==> src/rtl/mram_pkg.sv <==
// Shared definitions for the MRAM arbiter: FSM encoding, timeout default,
// and the latched request bundle forwarded to the MRAM controller.
package mram_pkg;

  typedef enum logic [1:0] {
    ST_IDLE  = 2'd0,
    ST_GRANT = 2'd1,
    ST_RESP  = 2'd2,
    ST_ABORT = 2'd3
  } state_e;

  localparam logic [11:0] TIMEOUT_DEFAULT = 12'd4000;

  typedef struct packed {
    logic        we;
    logic [3:0]  sel;
    logic [29:0] adr;
    logic [31:0] dat;
  } req_t;

  // Owner index (0 = m0, 1 = m1) to one-hot vector.
  function automatic logic [1:0] onehot2(input logic idx);
    return idx ? 2'b10 : 2'b01;
  endfunction

endpackage

==> src/rtl/mram_arbiter_rr_arbiter2.sv <==
// Two-requester round-robin pick: a lone requester always wins, contention
// goes to the master that was not granted last (last: 0 = m0, 1 = m1).
module rr_arbiter2
  import mram_pkg::*;
(
  input  logic [1:0] req,
  input  logic       last,
  output logic [1:0] grant
);

  always_comb begin
    grant = 2'b00;
    case (req)
      2'b01:   grant = 2'b01;
      2'b10:   grant = 2'b10;
      2'b11:   grant = last ? 2'b01 : 2'b10;
      default: grant = 2'b00;
    endcase
  end

endmodule

==> src/rtl/mram_arbiter.sv <==
// Two-master Wishbone-classic arbiter in front of a single MRAM controller,
// with round-robin ownership and a bounded wait for the controller's ack.
module mram_arbiter
  import mram_pkg::*;
#(
  parameter logic [11:0] TIMEOUT = TIMEOUT_DEFAULT
) (
  input  logic        clk_i,
  input  logic        rst_i,
  input  logic        m0_stb_i,
  input  logic        m1_stb_i,
  input  logic        m0_we_i,
  input  logic        m1_we_i,
  input  logic [3:0]  m0_sel_i,
  input  logic [3:0]  m1_sel_i,
  input  logic [29:0] m0_adr_i,
  input  logic [29:0] m1_adr_i,
  input  logic [31:0] m0_dat_i,
  input  logic [31:0] m1_dat_i,
  output logic [31:0] m0_dat_o,
  output logic [31:0] m1_dat_o,
  output logic        m0_ack_o,
  output logic        m1_ack_o,
  output logic        m0_err_o,
  output logic        m1_err_o,
  output logic        s_stb_o,
  output logic        s_we_o,
  output logic [3:0]  s_sel_o,
  output logic [29:0] s_adr_o,
  output logic [31:0] s_dat_o,
  input  logic [31:0] s_dat_i,
  input  logic        s_ack_i,
  output logic [1:0]  grant_o
);

  state_e      r_state;
  state_e      w_state_next;
  logic        r_owner;
  logic        r_last;
  logic [11:0] r_count;
  logic        r_s_stb;
  req_t        r_s_req;
  logic [31:0] r_rdata;

  logic [1:0]  w_req;
  logic [1:0]  w_rr_grant;
  logic        w_win;
  req_t        w_m0_req;
  req_t        w_m1_req;
  req_t        w_win_req;
  logic        w_start;
  logic        w_ack;
  logic        w_timeout;
  logic [1:0]  w_owner_oh;
  logic [1:0]  w_ack_vec;
  logic [1:0]  w_err_vec;

  assign w_req = {m1_stb_i, m0_stb_i};

  rr_arbiter2 u_rr (
    .req   (w_req),
    .last  (r_last),
    .grant (w_rr_grant)
  );

  assign w_win     = w_rr_grant[1];
  assign w_m0_req  = '{we: m0_we_i, sel: m0_sel_i, adr: m0_adr_i, dat: m0_dat_i};
  assign w_m1_req  = '{we: m1_we_i, sel: m1_sel_i, adr: m1_adr_i, dat: m1_dat_i};
  assign w_win_req = w_win ? w_m1_req : w_m0_req;

  assign w_start   = (r_state == ST_IDLE) && (|w_req);
  assign w_ack     = (r_state == ST_GRANT) && s_ack_i;
  // An ack landing on the final allowed cycle takes precedence over the abort.
  assign w_timeout = (r_state == ST_GRANT) && !s_ack_i && (r_count == TIMEOUT - 12'd1);

  always_ff @(posedge clk_i or negedge rst_i) begin
    if (!rst_i) begin
      r_state <= ST_IDLE;
    end else begin
      r_state <= w_state_next;
    end
  end

  always_comb begin
    w_state_next = r_state;
    case (r_state)
      ST_IDLE: begin
        if (w_start) begin
          w_state_next = ST_GRANT;
        end
      end
      ST_GRANT: begin
        if (w_ack) begin
          w_state_next = ST_RESP;
        end else if (w_timeout) begin
          w_state_next = ST_ABORT;
        end
      end
      ST_RESP:  w_state_next = ST_IDLE;
      ST_ABORT: w_state_next = ST_IDLE;
      default:  w_state_next = ST_IDLE;
    endcase
  end

  // Request bundle is frozen at grant time so master-side changes never leak to the slave.
  always_ff @(posedge clk_i or negedge rst_i) begin
    if (!rst_i) begin
      r_owner <= 1'b0;
      r_last  <= 1'b1;
      r_count <= 12'd0;
      r_s_stb <= 1'b0;
      r_s_req <= '0;
      r_rdata <= 32'h0;
    end else begin
      if (w_start) begin
        r_owner <= w_win;
        r_last  <= w_win;
        r_count <= 12'd0;
        r_s_stb <= 1'b1;
        r_s_req <= w_win_req;
      end else if (r_state == ST_GRANT) begin
        r_count <= r_count + 12'd1;
        if (w_ack) begin
          r_rdata <= s_dat_i;
          r_s_stb <= 1'b0;
        end else if (w_timeout) begin
          r_s_stb <= 1'b0;
        end
      end else begin
        r_s_stb <= 1'b0;
      end
    end
  end

  assign s_stb_o = r_s_stb;
  assign s_we_o  = r_s_req.we;
  assign s_sel_o = r_s_req.sel;
  assign s_adr_o = r_s_req.adr;
  assign s_dat_o = r_s_req.dat;

  assign w_owner_oh = onehot2(r_owner);
  assign grant_o    = (r_state == ST_IDLE) ? 2'b00 : w_owner_oh;
  assign w_ack_vec  = (r_state == ST_RESP)  ? w_owner_oh : 2'b00;
  assign w_err_vec  = (r_state == ST_ABORT) ? w_owner_oh : 2'b00;

  assign m0_ack_o = w_ack_vec[0];
  assign m1_ack_o = w_ack_vec[1];
  assign m0_err_o = w_err_vec[0];
  assign m1_err_o = w_err_vec[1];
  assign m0_dat_o = r_rdata;
  assign m1_dat_o = r_rdata;

endmodule
==> config.mk <==
export PLATFORM = sky130hd
export DESIGN_NAME = mram_arbiter
export DESIGN_NICKNAME = d
export VERILOG_FILES = /design/src/rtl/mram_pkg.sv /design/src/rtl/mram_arbiter_rr_arbiter2.sv /design/src/rtl/mram_arbiter.sv
export SDC_FILE = /design/constraint.sdc
export NUM_CORES = 1
export LEC_CHECK = 0
export ABC_AREA = 1
export BUFFER_PORTS_ARGS = -buffer_cell sky130_fd_sc_hd__buf_2
export CORE_AREA = 3 3 118 120
export CTS_CLUSTER_DIAMETER = 200
export CTS_CLUSTER_SIZE = 8
export DETAILED_ROUTE_END_ITERATION = 10
export DIE_AREA = 0 0 121 123
export PLACE_DENSITY = 0.76
export SLEW_MARGIN = 10
export SYNTH_ARGS = -nofsm -noshare
export SYNTH_HDL_FRONTEND = slang
export SYNTH_SLANG_ARGS = --single-unit
==> constraint.sdc <==
create_clock -name clk_i -period 1.9 [get_ports clk_i]
set_clock_uncertainty 0.15 [all_clocks]
set_input_delay 0.19 -clock clk_i [delete_from_list [all_inputs] [get_ports clk_i]]
set_output_delay 0.19 -clock clk_i [all_outputs]
set_load 0.01 [all_outputs]
=== Word-level counts from Yosys, hierarchy flattened ===
Index checks and enable logic that the tools add are counted.

* Logic and storage cells: 50
* Input port bits: 171
* Register bits: 116
* Output and inout bits: 138

* Bitwise logic cells: 1
* Equality and inequality tests: 10
* Reductions and logical operators: 11
* Add/subtract/negate cells: 1
* Mux-type cells: 17

{| class="wikitable"
|+ Operators with widths
! operator !! number
|-
| $mux 67 || 1
|-
| $mux 12 || 2
|-
| $mux 2 || 8
|-
| $add 12x1->12 const B || 1
|-
| $eq 12x12->1 const B || 1
|-
| $pmux 2 s3 || 2
|-
| $eq 2x2->1 const B || 4
|-
| $eq 2x1->1 const B || 2
|-
| $logic_and 1x1->1 || 4
|-
| $mux 1 || 4
|-
| $ne 4x4->1 const B || 1
|-
| $reduce_or 2->1 || 2
|-
| $ne 3x3->1 const B || 1
|-
| $reduce_and 3->1 || 1
|-
| $logic_not 2->1 || 1
|-
| $ne 2x2->1 const B || 1
|-
| $reduce_and 2->1 || 1
|-
| $reduce_bool 2->1 || 1
|-
| $logic_not 1->1 || 1
|-
| $not 1->1 || 1
|}

=== Logic depth before layout (Yosys ltp) ===
Gate-level depths: netlist of the first run.

* Depth after elaboration: 7
* Depth in mapped cells: 8
* Mapped depth without buffers: 8

=== Cells and area by module ===
A second synthesis of the first run with hierarchy kept.

* Cells, all modules: 674
* Area total of the unflattened synthesis: 5459.0 um2

{| class="wikitable"
|+ By module, submodules not included
! module !! cells each !! area an instance (um2) !! seq. area each (um2) !! instances
|-
| mram_arbiter || 669 || 5437.7 || 2904.0 || 1
|-
| rr_arbiter2 || 5 || 21.3 || 0.0 || 1
|}

=== Worst setup path after synthesis of the first run ===
OpenSTA, ideal clock, no wires.

* Path type: register to register
* Start: reg r_last
* End: reg r_s_req, in the netlist s_adr_o[0]
* Library setup time: 0.076 ns
* Setup slack: 0.524 ns
* Stages on the path, launching flop included: 7
* Required time: 1.674 ns
* Path buffers: 2
* Arrival time: 1.150 ns
* Path through: dfstp_2 -> a21oi_4 -> inv_2 -> buf_2 -> buf_4 -> nor2_1 -> o21ai_1

* Cells in the longest elaborated chain, start to end: 3

{| class="wikitable"
|+ RTL lines
! what !! line !! RTL
|-
| from (decl) || mram_arbiter.sv:39 || <nowiki>logic r_last;</nowiki>
|-
| from (signal assigned) || mram_arbiter.sv:117 || <nowiki>r_last <= w_win;</nowiki>
|-
| $mux 2 || mram_arbiter_rr_arbiter2.sv:16 || <nowiki>2'b11: grant = last ? 2'b01 : 2'b10;</nowiki>
|-
| $pmux 2 s3 || mram_arbiter_rr_arbiter2.sv:13 || <nowiki>case (req)</nowiki>
|-
| $mux 67 || mram_arbiter.sv:69 || <nowiki>assign w_win_req = w_win ? w_m1_req : w_m0_req;</nowiki>
|-
| to (signal assigned) || mram_arbiter.sv:120 || <nowiki>r_s_req <= w_win_req;</nowiki>
|-
| to (decl) || mram_arbiter.sv:42 || <nowiki>req_t r_s_req;</nowiki>
|}

No other way between the ends.
A chain may end at the register's enable or synchronous reset.

=== Worst setup path after layout of the first run ===
* Start: reg r_state[1]
* End: reg r_s_req, in the netlist s_adr_o[9]

* Cells in the longest elaborated chain, start to end: 2

{| class="wikitable"
|+ RTL lines
! what !! line !! RTL
|-
| from (decl) || mram_arbiter.sv:36 || <nowiki>state_e r_state;</nowiki>
|-
| from (signal assigned) || mram_arbiter.sv:80 || <nowiki>r_state <= w_state_next;</nowiki>
|-
| $logic_not 2->1 || mram_arbiter.sv:71 || <nowiki>assign w_start = (r_state == ST_IDLE) && (|w_req);</nowiki>
|-
| $logic_and 1x1->1 || mram_arbiter.sv:71 ||
|}

No other way between the ends.

==> impl_metrics.tcl, run 1 <==
set metrics [dict create \
    cts_tree "done" \
    vias 6908 \
    power.leakage_uw 0.00479 \
    swShare_pct 41.3 \
    first_iter_violations 629 \
    drt-wirelength-per-cell_um 18.3 \
    required_ps 2050 \
    place_hpwl_um 11800 \
    syn_area_per_cell_um2 8.23 \
    cts.path.max_buffers 2 \
    layout_setup_ws_ps 80.1 \
    netlist-cell-type-count 25 \
    antenna_found_initial 0 \
    firstDrtPassIters 5 \
    row_count 42 \
    final_cell_mix "buf_2, nand2_1, dlygate4sd3_1" \
    place_area_mm2 0.00696 \
    layout.cells.non_filler 1293 \
    timing.final.crit_share_pct 95.8 \
    report.final.hold_viol_count 0 \
    drcViolationCount 0 \
    grt_pass1_vias 6873 \
    hold_path_class "primary input to register" \
    final.setup.tns_ps 0 \
    wl_um 23700 \
    final_common_cell "buf_2" \
    max_stage_delay_ps 420 \
    finalPower_uw 13700 \
    core_mm2 0.0131 \
    comb_power_share_pct 43.2 \
    post-route-min-period_ps 1820 \
    drv_cap 0 \
    place.gp.congestion 0.895 \
    postRouteAntennaNets 0 \
    intPower_uw 8020 \
    start_util_pct 42.0 \
    cts_setup_buffers 0 \
    tightest_slew_ps 507 \
    clkPwrFrac_pct 24.3 \
    cts_root_buf "clkbuf_16" \
    p_switching_uw 5640 \
    crit_path_frequent_cell "o21ai_1" \
    grt_max_degree 74 \
    max_freq_mhz 549 \
    power.density_mw_per_mm2 1480 \
    pwr-share-seq_pct 32.5 \
    clk_latency_ps 400 \
    synth-seq-cells 116 \
    critPathBufInv 2 \
    yosys_warnings 0 \
    synth_fp_nets 839 \
    outcome "complete, no violations" \
    cts.sinks 116 \
    area_growth_pct 68.6 \
    grt_usage_pct 30.9 \
    cp.arrival_ps 1970 \
    die_height_um 123 \
    setup_viol 0 \
    io_pins 309 \
    critPathKind "register to register" \
    end_kind "register" \
    ys_seq_area_share_pct 52.9 \
    layout-drive-gt1-share_pct 32.8 \
    htree_levels 4 \
    cp-start-kind "register" \
    post-place-ws_ps 241 \
    stdcell_area_mm2 0.00926 \
    chipWidth_um 121 \
    rsz0062_at_grt "false" \
    clk_pin_slew_ps 60 \
    die_area_mm2 0.0149 \
    crit_family "flip-flops" \
    synth_area_mm2 0.00549 \
    slew_headroom_pct 66.2 \
    crit_path_top_delay_cell "dfrtp_1" \
    syn_inst 667 \
    numCtsBuffers 17 \
    worstPathMaxFanout 36 \
    fin_nets 1275 \
    grt_pass1_wl_um 36000 \
    peakVddDrop_uv 717 \
    dp_cells 1093 \
    fillers 856 \
    viasPerCell 5.34 \
    portBuffers 308 \
    grt_overflow_total 0 \
    finalMaxSlewViolations 0 \
    worstPathCellList "nor2_2 -> nand2_2 -> inv_4 -> buf_12 -> o21ai_1 -> o21ai_1" \
]
[cell families after synthesis]
logic type,Yosys count,synth area share [%]
fa+ha+maj,1,0.228
flops,116,52.9
compound gates,150,14.0
buf+inv,95,10.5
simple gates,305,22.4
[sequential cells by signal, indices dropped and copies added (netlist names)]
register  count
m0_dat_o     32
r_count      12
r_last        1
r_owner       1
r_state       2
s_adr_o      30
s_dat_o      32
s_sel_o       4
s_stb_o       1
s_we_o        1
[final cells by class]
cell class | count | area (um2) | area share, %
clock buffers | 20 | 467 | 5.04
clock inverters | 12 | 154 | 1.66
flip-flops and latches | 116 | 2900 | 31.4
inverters | 23 | 88.8 | 0.960
multi-input cells | 456 | 2010 | 21.7
diodes | 1 | 2.50 | 0.0270
repair buffers | 489 | 3410 | 36.8
well taps | 176 | 220 | 2.38
[worst reg2reg max path: cells and delay by family, from the launching register on]
family,cells,cell delay [ps]
simple gates,2,320
buf+inv,2,410
compound gates,2,420
flops,1,420
[cells in the mapped netlist, drive strengths merged]
master	number	area [um2]
a21oi	3	26.3
nor2	81	317
o21bai	1	7.51
dfstp	1	26.3
inv	23	88.8
buf	61	448
o31ai	1	7.51
ha	1	12.5
nand3	44	220
o21ai	145	726
clkbuf	11	41.3
nand3b	1	7.51
nand2	171	644
nand4	1	6.26
dfrtp	115	2880
nor3	7	35.0
[worst paths after layout]
| check | start | slack [ps] | end | cells after the start |
|---|---|---|---|---|
| setup / recovery | r_state[1]$_DFFE_PN0P_ | 80 | s_adr_o[9]$_DFFE_PN0P_ | 6 |
| hold / removal | s_ack_i | 80 | m0_dat_o[18]$_DFFE_PN0P_ | 3 |
| setup reg to reg | r_state[1]$_DFFE_PN0P_ | 80 | s_adr_o[9]$_DFFE_PN0P_ | 6 |
| hold reg to reg | s_adr_o[22]$_DFFE_PN0P_ | 340 | s_adr_o[22]$_DFFE_PN0P_ | 2 |
| max in group asynchronous | rst_i | 810 | s_dat_o[3]$_DFFE_PN0P_ | 3 |
| min in group asynchronous | rst_i | 160 | m0_dat_o[5]$_DFFE_PN0P_ | 2 |
[stage by stage]
stage | hold slack [ps] | utilization [%]
2_1_floorplan | -256 | -
3_3_place_gp | 42.9 | 53.2
3_5_place_dp | 40.1 | 53.2
4_1_cts | 63.3 | 70.7
5_1_grt | 105 | 70.7
6_report | 83.5 | 70.7
[per-layer routing]
layer  vias to the layer above  share of wire [%]  GRT usage [%]
met2                       594                 47           50.5
li1                       3016                  -              -
met1                      3147                 35           35.1
met4                         0                7.8           21.2
met3                       151                 11           8.92
met5                         -                  0              0
[power by group through the flow]
| stage | sequential, uW | clock (uW) | combinational, uW |
|---|---|---|---|
| 6_report | 4440 | 3320 | 5900 |
| 3_5_place_dp | 4300 | 0 | 5240 |
| 2_1_floorplan | 4780 | 0 | 2880 |
| 4_1_cts | 4280 | 3360 | 5510 |
| 5_1_grt | 4530 | 3480 | 6360 |
| 3_3_place_gp | 4270 | 0 | 5170 |
[what timing repair did]
item / in CTS / in global routing
resized for setup: 0 / 1
hold endpoints to repair: 140 / 0
setup endpoints to repair: 0 / 1
hold buffers: 167 / 0
Power figures use the tool's default switching activity.
==> run 2, diff against run 1 <==
--- a/config.mk
+++ b/config.mk
@@ -16,4 +16,5 @@
 export SLEW_MARGIN = 10
 export SYNTH_ARGS = -nofsm -noshare
 export SYNTH_HDL_FRONTEND = slang
+export SYNTH_HIERARCHICAL = 1
 export SYNTH_SLANG_ARGS = --single-unit
==> run 2 against run 1 <==
  * Non-clock buffer count rose by 5
  * Worst setup slack improved by 72 ps
  * Sequential share of layout area barely moved
  * Sequential power barely moved
  * Count of clock-buffer cells in the layout rose by 1
  * Largest cell class unchanged
  * Via count barely moved
  * Critical path type unchanged
  * Critical endpoint is now s_adr_o[11]$_DFFE_PN0P_
  * Critical path depth did not move
==> impl_metrics.tcl, run 2 <==
set metrics [dict create \
    outcome "complete, no violations" \
    max_freq_mhz 572 \
    cts_root_buf "clkbuf_16" \
    critPathKind "register to register" \
    htree_levels 4 \
    intPower_uw 7940 \
    required_ps 2050 \
    cts_tree "done" \
    grt_usage_pct 31.1 \
    cts_setup_buffers 0 \
    ctsResizeCount 0 \
    viasPerCell 5.32 \
    numCtsBuffers 17 \
    tightest_slew_ps 380 \
    syn_area_per_cell_um2 8.12 \
    start_util_pct 41.6 \
    report.final.hold_viol_count 0 \
    fillers 875 \
    place_area_mm2 0.00702 \
    synth_fp_nets 843 \
    first_iter_violations 552 \
    comb_power_share_pct 43.9 \
    cts.path.max_buffers 2 \
    chipWidth_um 121 \
    post-route-min-period_ps 1750 \
    cts.sinks 116 \
    r2r_end "s_adr_o[11]$_DFFE_PN0P_" \
    register_area_mm2 0.00290 \
    cts_hold_buf 168 \
    antenna_found_initial 1 \
    critPathLaunch "r_state[1]$_DFFE_PN0P_" \
    rr_startpoint "r_state[1]$_DFFE_PN0P_" \
    final_common_cell "buf_2" \
    grt_overflow_total 0 \
    grt_max_degree 69 \
    vias 6914 \
    syn_inst 671 \
    worstPathMaxFanout 23 \
    worstRegToRegCells 6 \
    row_count 42 \
    r2r_slack_ps 150 \
    timing.critical_path.to "s_adr_o[11]$_DFFE_PN0P_" \
    core_mm2 0.0131 \
    cp-start-kind "register" \
    yosys_warnings 6 \
    drcViolationCount 0 \
    rsz0062_at_grt "false" \
    power.density_mw_per_mm2 1440 \
    synth_area_mm2 0.00545 \
    wl_um 23400 \
    place_hpwl_um 12400 \
    io_pins 309 \
    grt_pass1_wl_um 36000 \
    hold-worst-slack_ps 93.1 \
    final.setup.tns_ps 0 \
    slew_headroom_pct 74.7 \
    grt_pass1_vias 6950 \
    hold_path_class "primary input to register" \
    firstDrtPassIters 5 \
    stdcell_area_mm2 0.00927 \
    postRouteAntennaNets 0 \
    clkPwrFrac_pct 23.0 \
    finalPower_uw 13300 \
    die_height_um 123 \
    portBuffers 308 \
    drt-wirelength-per-cell_um 18.0 \
    final_cell_mix "buf_2, nand2_1, dlygate4sd3_1" \
    swShare_pct 40.5 \
    end_kind "register" \
    die_area_mm2 0.0149 \
    fin_nets 1283 \
    multi_input_comb_area_mm2 0.00201 \
    place.gp.congestion 0.881 \
    peakVddDrop_uv 803 \
    pwr-share-seq_pct 33.0 \
    cp.arrival_ps 1900 \
    layout-drive-gt1-share_pct 32.4 \
    final_util_pct 70.8 \
    clk_pin_slew_ps 60 \
    power.leakage_uw 0.00475 \
    antennaDiodeCount 0 \
    p_switching_uw 5410 \
    clk_latency_ps 400 \
    drv_cap 0 \
    area_growth_pct 70.2 \
    setup_viol 0 \
    timing.final.crit_share_pct 92.0 \
    finalMaxSlewViolations 0 \
]
## run 2: worst min path at each step
stage,cells past startpoint,end,start
floorplan,0,m0_dat_o[0]$_DFFE_PN0P_,rst_i
global placement,1,m0_dat_o[26]$_DFFE_PN0P_,rst_i
detailed placement,1,m0_dat_o[26]$_DFFE_PN0P_,rst_i
CTS,5,s_stb_o$_DFFE_PN0P_,m1_stb_i
global route,5,s_stb_o$_DFFE_PN0P_,m1_stb_i
finish,5,s_stb_o$_DFFE_PN0P_,m1_stb_i
## run 2: metal layers
metal	vias up	share of wire (%)	track usage, %	routed length (um)
li1	3033	-	-	-
met1	3134	34	33.5	7950
met2	570	47	50.7	10900
met3	175	11	10.5	2570
met4	2	8.3	23.4	1960
met5	-	0.055	0	13
## run 2: worst max-delay path, stage by stage (launching register included)
cell	delay, ps
dfrtp_1	440
nor2_4	170
nand2_4	100
inv_4	240
buf_12	210
nor2_1	60
a31oi_1	240
## run 2: power by group through the flow
stage / Clock [uW] / Sequential [uW] / Combinational, uW
after floorplan: 0 / 4780 / 2790
after global placement: 0 / 4290 / 5220
after detailed placement: 0 / 4330 / 5290
after CTS: 3090 / 4300 / 5560
after global routing: 3220 / 4520 / 6350
final: 3070 / 4410 / 5870
## run 2: through the flow
step,setup slack [ps],instances
3_3_place_gp,321,1100
5_1_grt,93.7,1299
4_1_cts,184,1299
2_1_floorplan,294,671
3_5_place_dp,257,1100
6_report,152,1299
## run 2: final cells by class
| type | count | share of cell area [%] |
|---|---|---|
| clock buffer | 21 | 4.97 |
| sequential | 116 | 31.3 |
| clock inverter | 10 | 1.16 |
| multi-input combinational | 456 | 21.7 |
| inverter | 26 | 1.08 |
| tap | 176 | 2.38 |
| timing repair buffer | 494 | 37.3 |
==> run 3, diff against run 2 <==
--- a/config.mk
+++ b/config.mk
@@ -7,12 +7,13 @@
 export LEC_CHECK = 0
 export ABC_AREA = 1
 export BUFFER_PORTS_ARGS = -buffer_cell sky130_fd_sc_hd__buf_2
-export CORE_AREA = 3 3 118 120
+export CORE_AREA = 3 3 120 122
+export CTS_BUF_LIST = sky130_fd_sc_hd__clkbuf_4
 export CTS_CLUSTER_DIAMETER = 200
 export CTS_CLUSTER_SIZE = 8
 export DETAILED_ROUTE_END_ITERATION = 10
-export DIE_AREA = 0 0 121 123
-export PLACE_DENSITY = 0.76
+export DIE_AREA = 0 0 123 125
+export PLACE_DENSITY = 0.74
 export SLEW_MARGIN = 10
 export SYNTH_ARGS = -nofsm -noshare
 export SYNTH_HDL_FRONTEND = slang
==> run 3 against run 2 <==
  * Sequential power is 2% lower
  * Via count is 4.1% lower
  * Wire length is 7.1% lower
  * First-iteration DRC count is 24% lower
  * Power is 10% lower
  * Sequential share of layout area is 0.91 points higher
  * Non-clock buffer count stayed put
  * Combinational power is 4.1% lower
  * Worst setup slack worse by 35 ps
  * Critical endpoint is now s_adr_o[17]$_DFFE_PN0P_
  * Largest power group unchanged
==> impl_metrics.tcl, run 3 (synthesized netlist as in run 2, its figures left out) <==
set metrics [dict create \
    drv_cap 0 \
    setup_viol 0 \
    area_growth_pct 65.4 \
    core_mm2 0.0133 \
    first_iter_violations 419 \
    grt_pass1_vias 6622 \
    htree_levels 4 \
    antenna_found_initial 2 \
    final.setup.tns_ps 0 \
    peakVddDrop_uv 606 \
    report.final.hold_viol_count 0 \
    cp-start-kind "register" \
    cts_tree "done" \
    max_stage_delay_ps 560 \
    cp.arrival_ps 2080 \
    grt_usage_pct 28.2 \
    wl_um 21800 \
    power.leakage_uw 0.00461 \
    final_cell_mix "buf_2, nand2_1, dlygate4sd3_1" \
    post-route-min-period_ps 1780 \
    cts_root_buf "clkbuf_4" \
    timing.final.crit_share_pct 93.8 \
    start_util_pct 41.0 \
    end_kind "register" \
    grt_pass1_wl_um 33700 \
    finalPower_uw 12000 \
    max_freq_mhz 561 \
    portBuffers 308 \
    finalMaxSlewViolations 0 \
    row_count 42 \
    numCtsBuffers 17 \
    layout-drive-gt1-share_pct 31.9 \
    vias 6629 \
    place.gp.congestion 0.871 \
    firstDrtPassIters 7 \
    rsz0062_at_grt "false" \
    io_pins 309 \
    place_hpwl_um 12000 \
    critPathKind "register to register" \
    required_ps 2200 \
    drcViolationCount 0 \
    worstPathMaxFanout 10 \
    die_height_um 125 \
    clk_latency_ps 520 \
    cts.sinks 116 \
    cts.path.max_buffers 2 \
    slew_headroom_pct 55.3 \
    crit_family "buffers and inverters" \
    chipWidth_um 123 \
    power.density_mw_per_mm2 1330 \
    viasPerCell 5.09 \
    grt_max_degree 116 \
    grt_overflow_total 0 \
    outcome "complete, no violations" \
    postRouteAntennaNets 0 \
    cts_setup_buffers 0 \
    die_area_mm2 0.0154 \
    hold_path_class "primary input to async pin" \
    drt-wirelength-per-cell_um 16.7 \
    critPathBufInv 2 \
    worstPathCellList "a21oi_4 -> buf_6 -> nand2_1 -> dlygate4sd3_1 -> a31oi_1" \
    clk_pin_slew_ps 100 \
    final_common_cell "buf_2" \
    tightest_slew_ps 670 \
    fin_nets 1283 \
    crit_path_top_delay_cell "dlygate4sd3_1" \
]
## run 3: changes by cell type in the layout (fill, tap and decap cells not counted), sizes merged
cell	before	now
clkinv	5	4
bufinv	2	4
clkbuf	21	20
buf	326	318
diode	0	3
dlygate4sd3	168	176
## run 3: stage by stage
stage	util [%]	std cells	setup WS [ps]	area (um2)	hold WS, ps
6_report	67.8	1302	117	9010	108
5_1_grt	67.7	1301	1.74	9010	205
4_1_cts	67.7	1299	35.7	9000	120
3_5_place_dp	52.1	1092	304	6920	-168
3_3_place_gp	52.1	1092	370	6920	-167
2_1_floorplan	-	671	294	5450	-256
## run 3: worst paths after layout
path / startpoint / endpoint / slack, ps / depth (start not counted)
worst min register to register: m0_dat_o[11]$_DFFE_PN0P_ / m0_dat_o[11]$_DFFE_PN0P_ / 350 / 2
max in group asynchronous: rst_i / r_count[2]$_DFFE_PN0P_ / 920 / 3
min in group clk_i: s_dat_i[24] / m0_dat_o[24]$_DFFE_PN0P_ / 280 / 4
worst max-delay path: r_last$_DFFE_PN1P_ / s_adr_o[17]$_DFFE_PN0P_ / 120 / 5
worst max register to register: r_last$_DFFE_PN1P_ / s_adr_o[17]$_DFFE_PN0P_ / 120 / 5
worst min-delay path: rst_i / m0_dat_o[9]$_DFFE_PN0P_ / 110 / 3
## run 3: power by group
part           switching [uW]  internal [uW]  total [uW]  leakage [uW]
registers                 742           3600        4340       0.00137
logic                    3380           2250        5630       0.00308
clock network             924           1070        1990      0.000160
## run 3: per-layer routing
layer	routed length [um]	vias to the layer above	global-route usage, %
met1	7750	2996	31.4
li1	-	3034	-
met3	2320	113	8.40
met4	1520	0	19.5
met5	0	-	0
met2	10200	486	45.7
## run 3: cell type report
type / count / area, um2
clock buffers: 20 / 150
flip-flops and latches: 116 / 2910
multi-input cells: 456 / 2020
fillers: 915 / 4290
clock inverters: 11 / 160
repair buffers: 494 / 3450
diodes: 3 / 7.51
inverters: 26 / 100
well taps: 176 / 220
## run 3: tightest hold or removal path, delay by kind of cell
family | cells | cell delay, ps
buf+inv | 3 | 1060
## run 3: repair_timing
item,CTS,global route
endpoints found under the setup margin,2,1
endpoints found under the hold margin,219,0
hold buffers,176,0
resized for setup,2,1
